**config.mk**
```make
export PLATFORM = sky130hd
export DESIGN_NAME = ram_cmd_arbiter_flat
export DESIGN_NICKNAME = d
export VERILOG_FILES = /design/src/rtl/ram_cmd_arbiter_if.sv /design/src/rtl/ram_cmd_arbiter.sv /design/src/flat_wrapper.sv
export SDC_FILE = /design/constraint.sdc
export NUM_CORES = 1
export LEC_CHECK = 0
export ABC_AREA = 0
export BUFFER_PORTS_ARGS = -buffer_cell sky130_fd_sc_hd__buf_4
export CAP_MARGIN = 10
export CORE_AREA = 2 2 63 65
export CTS_CLUSTER_DIAMETER = 60
export CTS_CLUSTER_SIZE = 30
export DETAILED_ROUTE_END_ITERATION = 7
export DIE_AREA = 0 0 65 67
export PLACE_DENSITY = 0.79
export SLEW_MARGIN = 20
export SYNTH_ARGS = -nofsm -noshare
export SYNTH_HDL_FRONTEND = slang
export SYNTH_SLANG_ARGS = --single-unit
```
**constraint.sdc**
```tcl
create_clock -name clk -period 4.21 [get_ports clk]
set_clock_uncertainty 0.1 [all_clocks]
set_input_delay 0.842 -clock clk [delete_from_list [all_inputs] [get_ports clk]]
set_output_delay 0.842 -clock clk [all_outputs]
set_load 0.05 [all_outputs]
```
**src/rtl/ram_cmd_arbiter_if.sv**
```systemverilog
// Requester and RAM command-bus signals of the two-master SPI RAM arbiter.
// The slave modport is the arbiter's view; master is the surrounding environment.
interface ram_cmd_arbiter_if;
  logic [1:0]  req;
  logic [1:0]  req_we;
  logic [15:0] req_addr;
  logic [15:0] req_wdata;
  logic [1:0]  gnt;
  logic [1:0]  done;
  logic [7:0]  rdata;
  logic        err;
  logic        busy;
  logic [9:0]  ram_din;
  logic        ram_rx_valid;
  logic [7:0]  ram_dout;
  logic        ram_tx_valid;

  modport slave (
    input  req, req_we, req_addr, req_wdata, ram_dout, ram_tx_valid,
    output gnt, done, rdata, err, busy, ram_din, ram_rx_valid
  );

  modport master (
    output req, req_we, req_addr, req_wdata, ram_dout, ram_tx_valid,
    input  gnt, done, rdata, err, busy, ram_din, ram_rx_valid
  );
endinterface

```
**src/rtl/ram_cmd_arbiter.sv**
```systemverilog
// Round-robin arbiter that turns two requesters' word reads/writes into the
// command-coded RAM's two-command sequences, with a read-data timeout.
module ram_cmd_arbiter #(
  parameter int unsigned TIMEOUT = 4
) (
  input logic              clk,
  input logic              rst_n,
  ram_cmd_arbiter_if.slave bus
);

  localparam logic [3:0] TimeoutCnt = 4'(TIMEOUT);

  typedef enum logic [2:0] {
    StIdle,
    StWrAddr,
    StWrData,
    StRdAddr,
    StRdCmd,
    StRdWait,
    StDone
  } state_e;

  state_e     state_q, state_d;
  logic       owner_q, owner_d;
  logic       last_owner_q, last_owner_d;
  logic       we_q, we_d;
  logic [7:0] addr_q, addr_d;
  logic [7:0] wdata_q, wdata_d;
  logic [3:0] cnt_q, cnt_d;
  logic       err_q, err_d;
  logic [7:0] rdata_q, rdata_d;
  logic [9:0] ram_din_q, ram_din_d;
  logic       ram_rx_valid_q, ram_rx_valid_d;

  always_ff @(posedge clk or negedge rst_n) begin
    if (!rst_n) begin
      state_q        <= StIdle;
      owner_q        <= 1'b0;
      last_owner_q   <= 1'b1;
      we_q           <= 1'b0;
      addr_q         <= 8'h00;
      wdata_q        <= 8'h00;
      cnt_q          <= 4'h0;
      err_q          <= 1'b0;
      rdata_q        <= 8'h00;
      ram_din_q      <= 10'h000;
      ram_rx_valid_q <= 1'b0;
    end else begin
      state_q        <= state_d;
      owner_q        <= owner_d;
      last_owner_q   <= last_owner_d;
      we_q           <= we_d;
      addr_q         <= addr_d;
      wdata_q        <= wdata_d;
      cnt_q          <= cnt_d;
      err_q          <= err_d;
      rdata_q        <= rdata_d;
      ram_din_q      <= ram_din_d;
      ram_rx_valid_q <= ram_rx_valid_d;
    end
  end

  always_comb begin
    state_d      = state_q;
    owner_d      = owner_q;
    last_owner_d = last_owner_q;
    we_d         = we_q;
    addr_d       = addr_q;
    wdata_d      = wdata_q;
    cnt_d        = cnt_q;
    err_d        = err_q;
    rdata_d      = rdata_q;

    unique case (state_q)
      StIdle: begin
        if (|bus.req) begin
          // On contention the requester that did not go last wins.
          owner_d      = (bus.req == 2'b11) ? ~last_owner_q : bus.req[1];
          last_owner_d = owner_d;
          we_d         = bus.req_we[owner_d];
          addr_d       = owner_d ? bus.req_addr[15:8] : bus.req_addr[7:0];
          wdata_d      = owner_d ? bus.req_wdata[15:8] : bus.req_wdata[7:0];
          err_d        = 1'b0;
          state_d      = we_d ? StWrAddr : StRdAddr;
        end
      end
      StWrAddr: state_d = StWrData;
      StWrData: state_d = StDone;
      StRdAddr: state_d = StRdCmd;
      StRdCmd:  state_d = StRdWait;
      StRdWait: begin
        if (bus.ram_tx_valid) begin
          rdata_d = bus.ram_dout;
          cnt_d   = 4'h0;
          state_d = StDone;
        end else if (cnt_q + 4'd1 == TimeoutCnt) begin
          cnt_d   = 4'h0;
          err_d   = 1'b1;
          state_d = StDone;
        end else begin
          cnt_d = cnt_q + 4'd1;
        end
      end
      StDone:   state_d = StIdle;
      default:  state_d = StIdle;
    endcase
  end

  // Commands are decoded from the next state so the registered bus lines up
  // with the cycle in which that state is active.
  always_comb begin
    ram_din_d      = 10'h000;
    ram_rx_valid_d = 1'b0;
    unique case (state_d)
      StWrAddr: begin
        ram_din_d      = {2'b00, addr_d};
        ram_rx_valid_d = 1'b1;
      end
      StWrData: begin
        ram_din_d      = {2'b01, wdata_d};
        ram_rx_valid_d = 1'b1;
      end
      StRdAddr: begin
        ram_din_d      = {2'b10, addr_d};
        ram_rx_valid_d = 1'b1;
      end
      StRdCmd: begin
        ram_din_d      = {2'b11, 8'h00};
        ram_rx_valid_d = 1'b1;
      end
      default: begin
        ram_din_d      = 10'h000;
        ram_rx_valid_d = 1'b0;
      end
    endcase
  end

  logic [1:0] owner_onehot;
  assign owner_onehot     = {owner_q, ~owner_q};

  assign bus.busy         = (state_q != StIdle);
  assign bus.gnt          = bus.busy ? owner_onehot : 2'b00;
  assign bus.done         = (state_q == StDone) ? owner_onehot : 2'b00;
  assign bus.err          = (state_q == StDone) && err_q;
  assign bus.rdata        = rdata_q;
  assign bus.ram_din      = ram_din_q;
  assign bus.ram_rx_valid = ram_rx_valid_q;

endmodule
```
**src/flat_wrapper.sv**
```systemverilog
// flat-port wrapper written by rule: the top's interface ports become plain ports
module ram_cmd_arbiter_flat 
#(
  parameter int unsigned TIMEOUT = 4
)
  (clk, rst_n, bus_req, bus_req_we, bus_req_addr, bus_req_wdata, bus_ram_dout, bus_ram_tx_valid, bus_gnt, bus_done, bus_rdata, bus_err, bus_busy, bus_ram_din, bus_ram_rx_valid);
  ram_cmd_arbiter_if bus_i ();
  input logic clk;
  input logic rst_n;
  input wire logic [$bits(bus_i.req)-1:0] bus_req;
  input wire logic [$bits(bus_i.req_we)-1:0] bus_req_we;
  input wire logic [$bits(bus_i.req_addr)-1:0] bus_req_addr;
  input wire logic [$bits(bus_i.req_wdata)-1:0] bus_req_wdata;
  input wire logic [$bits(bus_i.ram_dout)-1:0] bus_ram_dout;
  input wire logic [$bits(bus_i.ram_tx_valid)-1:0] bus_ram_tx_valid;
  output wire logic [$bits(bus_i.gnt)-1:0] bus_gnt;
  output wire logic [$bits(bus_i.done)-1:0] bus_done;
  output wire logic [$bits(bus_i.rdata)-1:0] bus_rdata;
  output wire logic [$bits(bus_i.err)-1:0] bus_err;
  output wire logic [$bits(bus_i.busy)-1:0] bus_busy;
  output wire logic [$bits(bus_i.ram_din)-1:0] bus_ram_din;
  output wire logic [$bits(bus_i.ram_rx_valid)-1:0] bus_ram_rx_valid;
  assign bus_i.req = bus_req;
  assign bus_i.req_we = bus_req_we;
  assign bus_i.req_addr = bus_req_addr;
  assign bus_i.req_wdata = bus_req_wdata;
  assign bus_i.ram_dout = bus_ram_dout;
  assign bus_i.ram_tx_valid = bus_ram_tx_valid;
  assign bus_gnt = bus_i.gnt;
  assign bus_done = bus_i.done;
  assign bus_rdata = bus_i.rdata;
  assign bus_err = bus_i.err;
  assign bus_busy = bus_i.busy;
  assign bus_ram_din = bus_i.ram_din;
  assign bus_ram_rx_valid = bus_i.ram_rx_valid;
  ram_cmd_arbiter #(.TIMEOUT(TIMEOUT)) u_core (.clk(clk), .rst_n(rst_n), .bus(bus_i));
endmodule
```
# Word level (Yosys, flattened, before mapping)
# Index checks and enable logic that the tools add are counted.
# op_classes
add_sub_neg	1
order_cmp	1
eq_ne	15
muxes	24
bitwise_logic	2
reduce_logical	9
# op_table
operator	count
$mux 8	6
$pmux 10 s4	1
$pmux 3 s6	1
$eq 3x2->1 const B	4
$eq 3x3->1 const B	4
$mux 3	3
$mux 4	2
$mux 1	7
$eq 3x1->1 const B	2
$mux 2	3
$add 4x1->4 const B	1
$eq 4x3->1 const B	1
$ne 2x1->1 const B	2
$reduce_and 2->1	2
$reduce_and 4->1	1
$reduce_or 4->1	1
$logic_not 3->1	1
$reduce_bool 3->1	1
$eq 2x2->1 const B	1
$lt 1x2->1 const B	1
$ne 2x2->1 const B	1
$not 1->1	2
$pmux 1 s2	1
$reduce_bool 2->1	1
other kinds (2)	2
# totals
register_bits	45
input_bits	47
out_inout_bits	25
wordCells	62

# Depth between registers and ports, before layout
# depth
ltp_word	10
ltp_mapped	5
ltp_nobuf	4

# Worst setup path before layout
# No wires, ideal clock.
# synth_timing
kind	reg-to-output
from	register u_core.state_q[2]
to	output port bus_done[0]
arrival_time_ns	1.697
slack_ns	1.571
stages_incl_launch_ff	4
n_path_buf	1
path_cell_list	dfrtp_1 -> buf_2 -> nand2_1 -> nor3_1
# synth_between
elab_chain_cells	2
# synth_rtl
item	line_no	rtl
start, declared	ram_cmd_arbiter.sv:23	state_e state_q, state_d;
start signal, assigned	ram_cmd_arbiter.sv:37	state_q <= StIdle;
start signal, assigned	ram_cmd_arbiter.sv:49	state_q <= state_d;
$eq 3x3->1	ram_cmd_arbiter.sv:143	assign bus.done = (state_q == StDone) ? owner_onehot : 2'b00;
$mux 2	ram_cmd_arbiter.sv:143	
end, declared	flat_wrapper.sv:17	output wire logic [$bits(bus_i.done)-1:0] bus_done;
# Every way passes these cells.

# Worst setup path after layout
# layout_timing
from	input port bus_req[0]
to	register u_core.wdata_q[5]
# layout_between
elab_chain_cells	5
elab_cells_between_ends	6
# layout_rtl
item	line_no	rtl
start, declared	flat_wrapper.sv:10	input wire logic [$bits(bus_i.req)-1:0] bus_req;
$eq 2x2->1	ram_cmd_arbiter.sv:78	owner_d = (bus.req == 2'b11) ? ~last_owner_q : bus.req[1];
$mux 1	ram_cmd_arbiter.sv:78	
$mux 8	ram_cmd_arbiter.sv:82	wdata_d = owner_d ? bus.req_wdata[15:8] : bus.req_wdata[7:0];
$mux 8 (*)	ram_cmd_arbiter.sv:76	if (|bus.req) begin
$mux 8 (*)	ram_cmd_arbiter.sv:74	unique case (state_q)
via u_core.wdata_d[5]	ram_cmd_arbiter.sv:28	logic [7:0] wdata_q, wdata_d;
end signal, assigned	ram_cmd_arbiter.sv:54	wdata_q <= wdata_d;
end, declared	ram_cmd_arbiter.sv:28	
# The timed path passes the listed nets; every way through them passes the cells marked *.
# A chain may end at the register's enable or synchronous reset.

==> summary.txt <==
Yosys
  – Number of flops mapped to enable cells by yosys: 0
  – Largest cells by area after synthesis: dfrtp_1, mux2_2, mux2i_1, o2bb2ai_1, a22o_1
  – Yosys top cell area share: 0.493
  – Avg Cell Area, Syn: roughly 13 µm²
  – Post-Syn Area: 1830 µm²
  – Syn Nets: 189
  – Biggest area consumer among synthesized cells: dfrtp_1
  – Ys flop type: dfrtp_1
  – Flops & latches, synth: 37
  – Cells after Synth: 140
  – Asr flop ratio synth: 1.00
  – Yosys cell types: 38
  – Post-synthesis sequential area ratio: 0.507
  – Yosys warning total: 0

Layout
  – Layout area overhead: 36.7%
  – Diodes inserted: 0
  – Layout cells sized above 1: 0.531
  – Most frequent cells in the layout: buf_4, dfrtp_1, mux2_2
  – Register area: between 900 and 1000 µm²
  – Area of the multi-input gates: between 800 and 900 µm²
  – Commonest non-fill, non-tap cell in the layout: buf_4
  – Final nets: between 200 and 300
  – Layout fillers: between 200 and 300

Drt
  – Routed Antenna Nets: 0
  – Final wirelength: between 4 and 5 mm
  – Drt drc: 0
  – Post-DR wirelength/cell: around 15 µm
  – Vias per Instance: about 5.3
  – Drt initial violations: 69
  – First-pass iteration count of the detailed router: 4
  – Via Count: 1374

Global route
  – Total grt overflow: 0
  – Vias in the first global route: approximately 1400
  – First-pass GRT wire length: 6.47 mm
  – Total GRT Usage: 0.202
  – Largest net degree at the start of global routing: 38
  – Antenna violations before repair: 0

Flow run
  – Maxcap violations: 0

Power
  – Leak pwr: ~1.2 nW
  – Power Density: 806 nW/µm²
  – Peak supply drop: roughly 0.32 mV

STA
  – Max Fclk: 405 MHz
  – Hold WS: about 0.40 ns
  – Setup repair after global routing missed its margin: false
  – Least-Margin Pin Slew: roughly 0.89 ns
  – Crit path time final: about 2.5 ns
  – Slew Viols, Final: 0
  – Slew margin rel.: 0.404
  – Endpoints failing setup: 0
  – Hold Vio Cnt, Final: 0
  – Period Utilization, post-route: 0.587
  – Setup TNS: 0 ns

CTS
  – Num CTS Buffers: 5
  – CTS tree: done
  – CTS-repair resized insts: 0
  – Deepest clock path buffer count: 2
  – Cts hold-fix bufs: 0
  – CTS H-tree lvls: 2
  – Post-CTS Setup Inserts: 0
  – Later-pin clock latency in the skew report: 0.29 ns
  – Clock root buffer: clkbuf_8
  – Clock transition at path regs: 0.07 ns
  – Sink Count: 37

Worst setup path
  – Req. time, crit path: approximately 4.3 ns
  – CP startpoint kind: input pin
  – CP Max Fanout: 15
  – Crit path DAT: between 2 and 3 ns
  – Critical path endpoint category: register
  – Kind of critical path: in2reg

Die
  – CORE AREA: between 3000 and 4000 µm²
  – Initial Util: 0.507
  – Chip Width: about 65 µm
  – Row cnt: 22
  – IO Count: just over 70
  – Die area: between 4000 and 5000 µm²
  – Die Span Y: between 60 and 70 µm

Placement
  – Global placement routability congestion: around 0.75
  – Port Buf Inserts: 71
  – Detailed placement HPWL: 3.04 mm

Run status
  – Status: finished clean

Min path
  – Worst min path class: in2async
cells in the mapped netlist (2+ instances only):
cell / count
mux2i_1: 10
a22o_1: 4
o21ai_0: 2
o31ai_1: 2
inv_1: 2
dfrtp_1: 36
and2_1: 2
ha_1: 2
nor2_1: 4
buf_6: 3
buf_2: 3
mux2_2: 25
nand2_1: 4
nor2b_1: 3
nor3_1: 2
a31oi_1: 2
o2bb2ai_1: 8
nand3b_1: 3
nand2b_1: 4
worst paths after layout:
check	end	startpoint	slack, ns	cells past startpoint
worst min register to register	u_core.bus.ram_din[3]$_DFF_PN0_	u_core.wdata_q[3]$_DFF_PN0_	0.40	1
min in group clk	u_core.bus.ram_din[3]$_DFF_PN0_	u_core.wdata_q[3]$_DFF_PN0_	0.40	1
worst min-delay path	u_core.bus.ram_din[1]$_DFF_PN0_	rst_n	0.40	1
worst max register to register	u_core.wdata_q[5]$_DFF_PN0_	u_core.last_owner_q$_DFFE_PN1P_	2.07	4
worst max-delay path	u_core.wdata_q[5]$_DFF_PN0_	bus_req[0]	1.74	5
max in group asynchronous	u_core.last_owner_q$_DFFE_PN1P_	rst_n	3.25	1
per-stage QoR:
step,util,worst slack (ns),area (µm²),instances,total power [mW]
after floorplan,-,1.57,1830,140,1.39
after global placement,0.656,1.50,2360,253,1.63
after detailed placement,0.656,1.41,2360,253,1.67
after CTS,0.693,1.74,2500,261,2.03
after global routing,0.693,1.65,2500,261,2.11
final,0.693,1.74,2500,261,2.01
sequential cells by signal, summed over array words and instances, names as in the netlist, 3 cells and up:
register,cells
u_core.bus.ram_din,10
u_core.bus.rdata,8
u_core.cnt_q,4
u_core.state_q,3
u_core.wdata_q,8
worst max-delay path: stages:
cell      delay, ns
buf_4          0.12
a21boi_2       0.70
buf_4          0.28
mux2_2         0.33
mux2_2         0.27
layout make-up:
type,count,area share
Multi-Input combinational cell,93,0.329
Sequential cell,37,0.371
Clock buffer,5,0.0275
Clock inverter,3,0.0260
Timing Repair Buffer,73,0.219
Tap cell,48,0.0240
Inverter,2,0.00300
routing by layer:
metal	routed length (µm)	up-vias	GRT usage
met4	63	0	0.0851
met3	158	6	0.0574
met2	2230	30	0.366
met5	0	-	0
li1	-	659	-
met1	1550	679	0.219
cell families after synthesis:
| group | synth area share |
|---|---|
| AOI/OAI and AO/OA | 0.106 |
| DFF | 0.507 |
| xor gates and xnor gates | 0.00479 |
| buffers and inverters | 0.0431 |
| muxes | 0.209 |
| adders and majority gates | 0.0137 |
| and+or+nand+nor | 0.116 |
power breakdown:
part	switching (mW)	internal [mW]	leakage, nW
Sequential	0.137	0.524	0.458
Clock	0.129	0.235	0.0681
Combinational	0.605	0.385	0.676
Total	0.871	1.14	1.20
No activity file was read; power rests on OpenSTA's default activity.
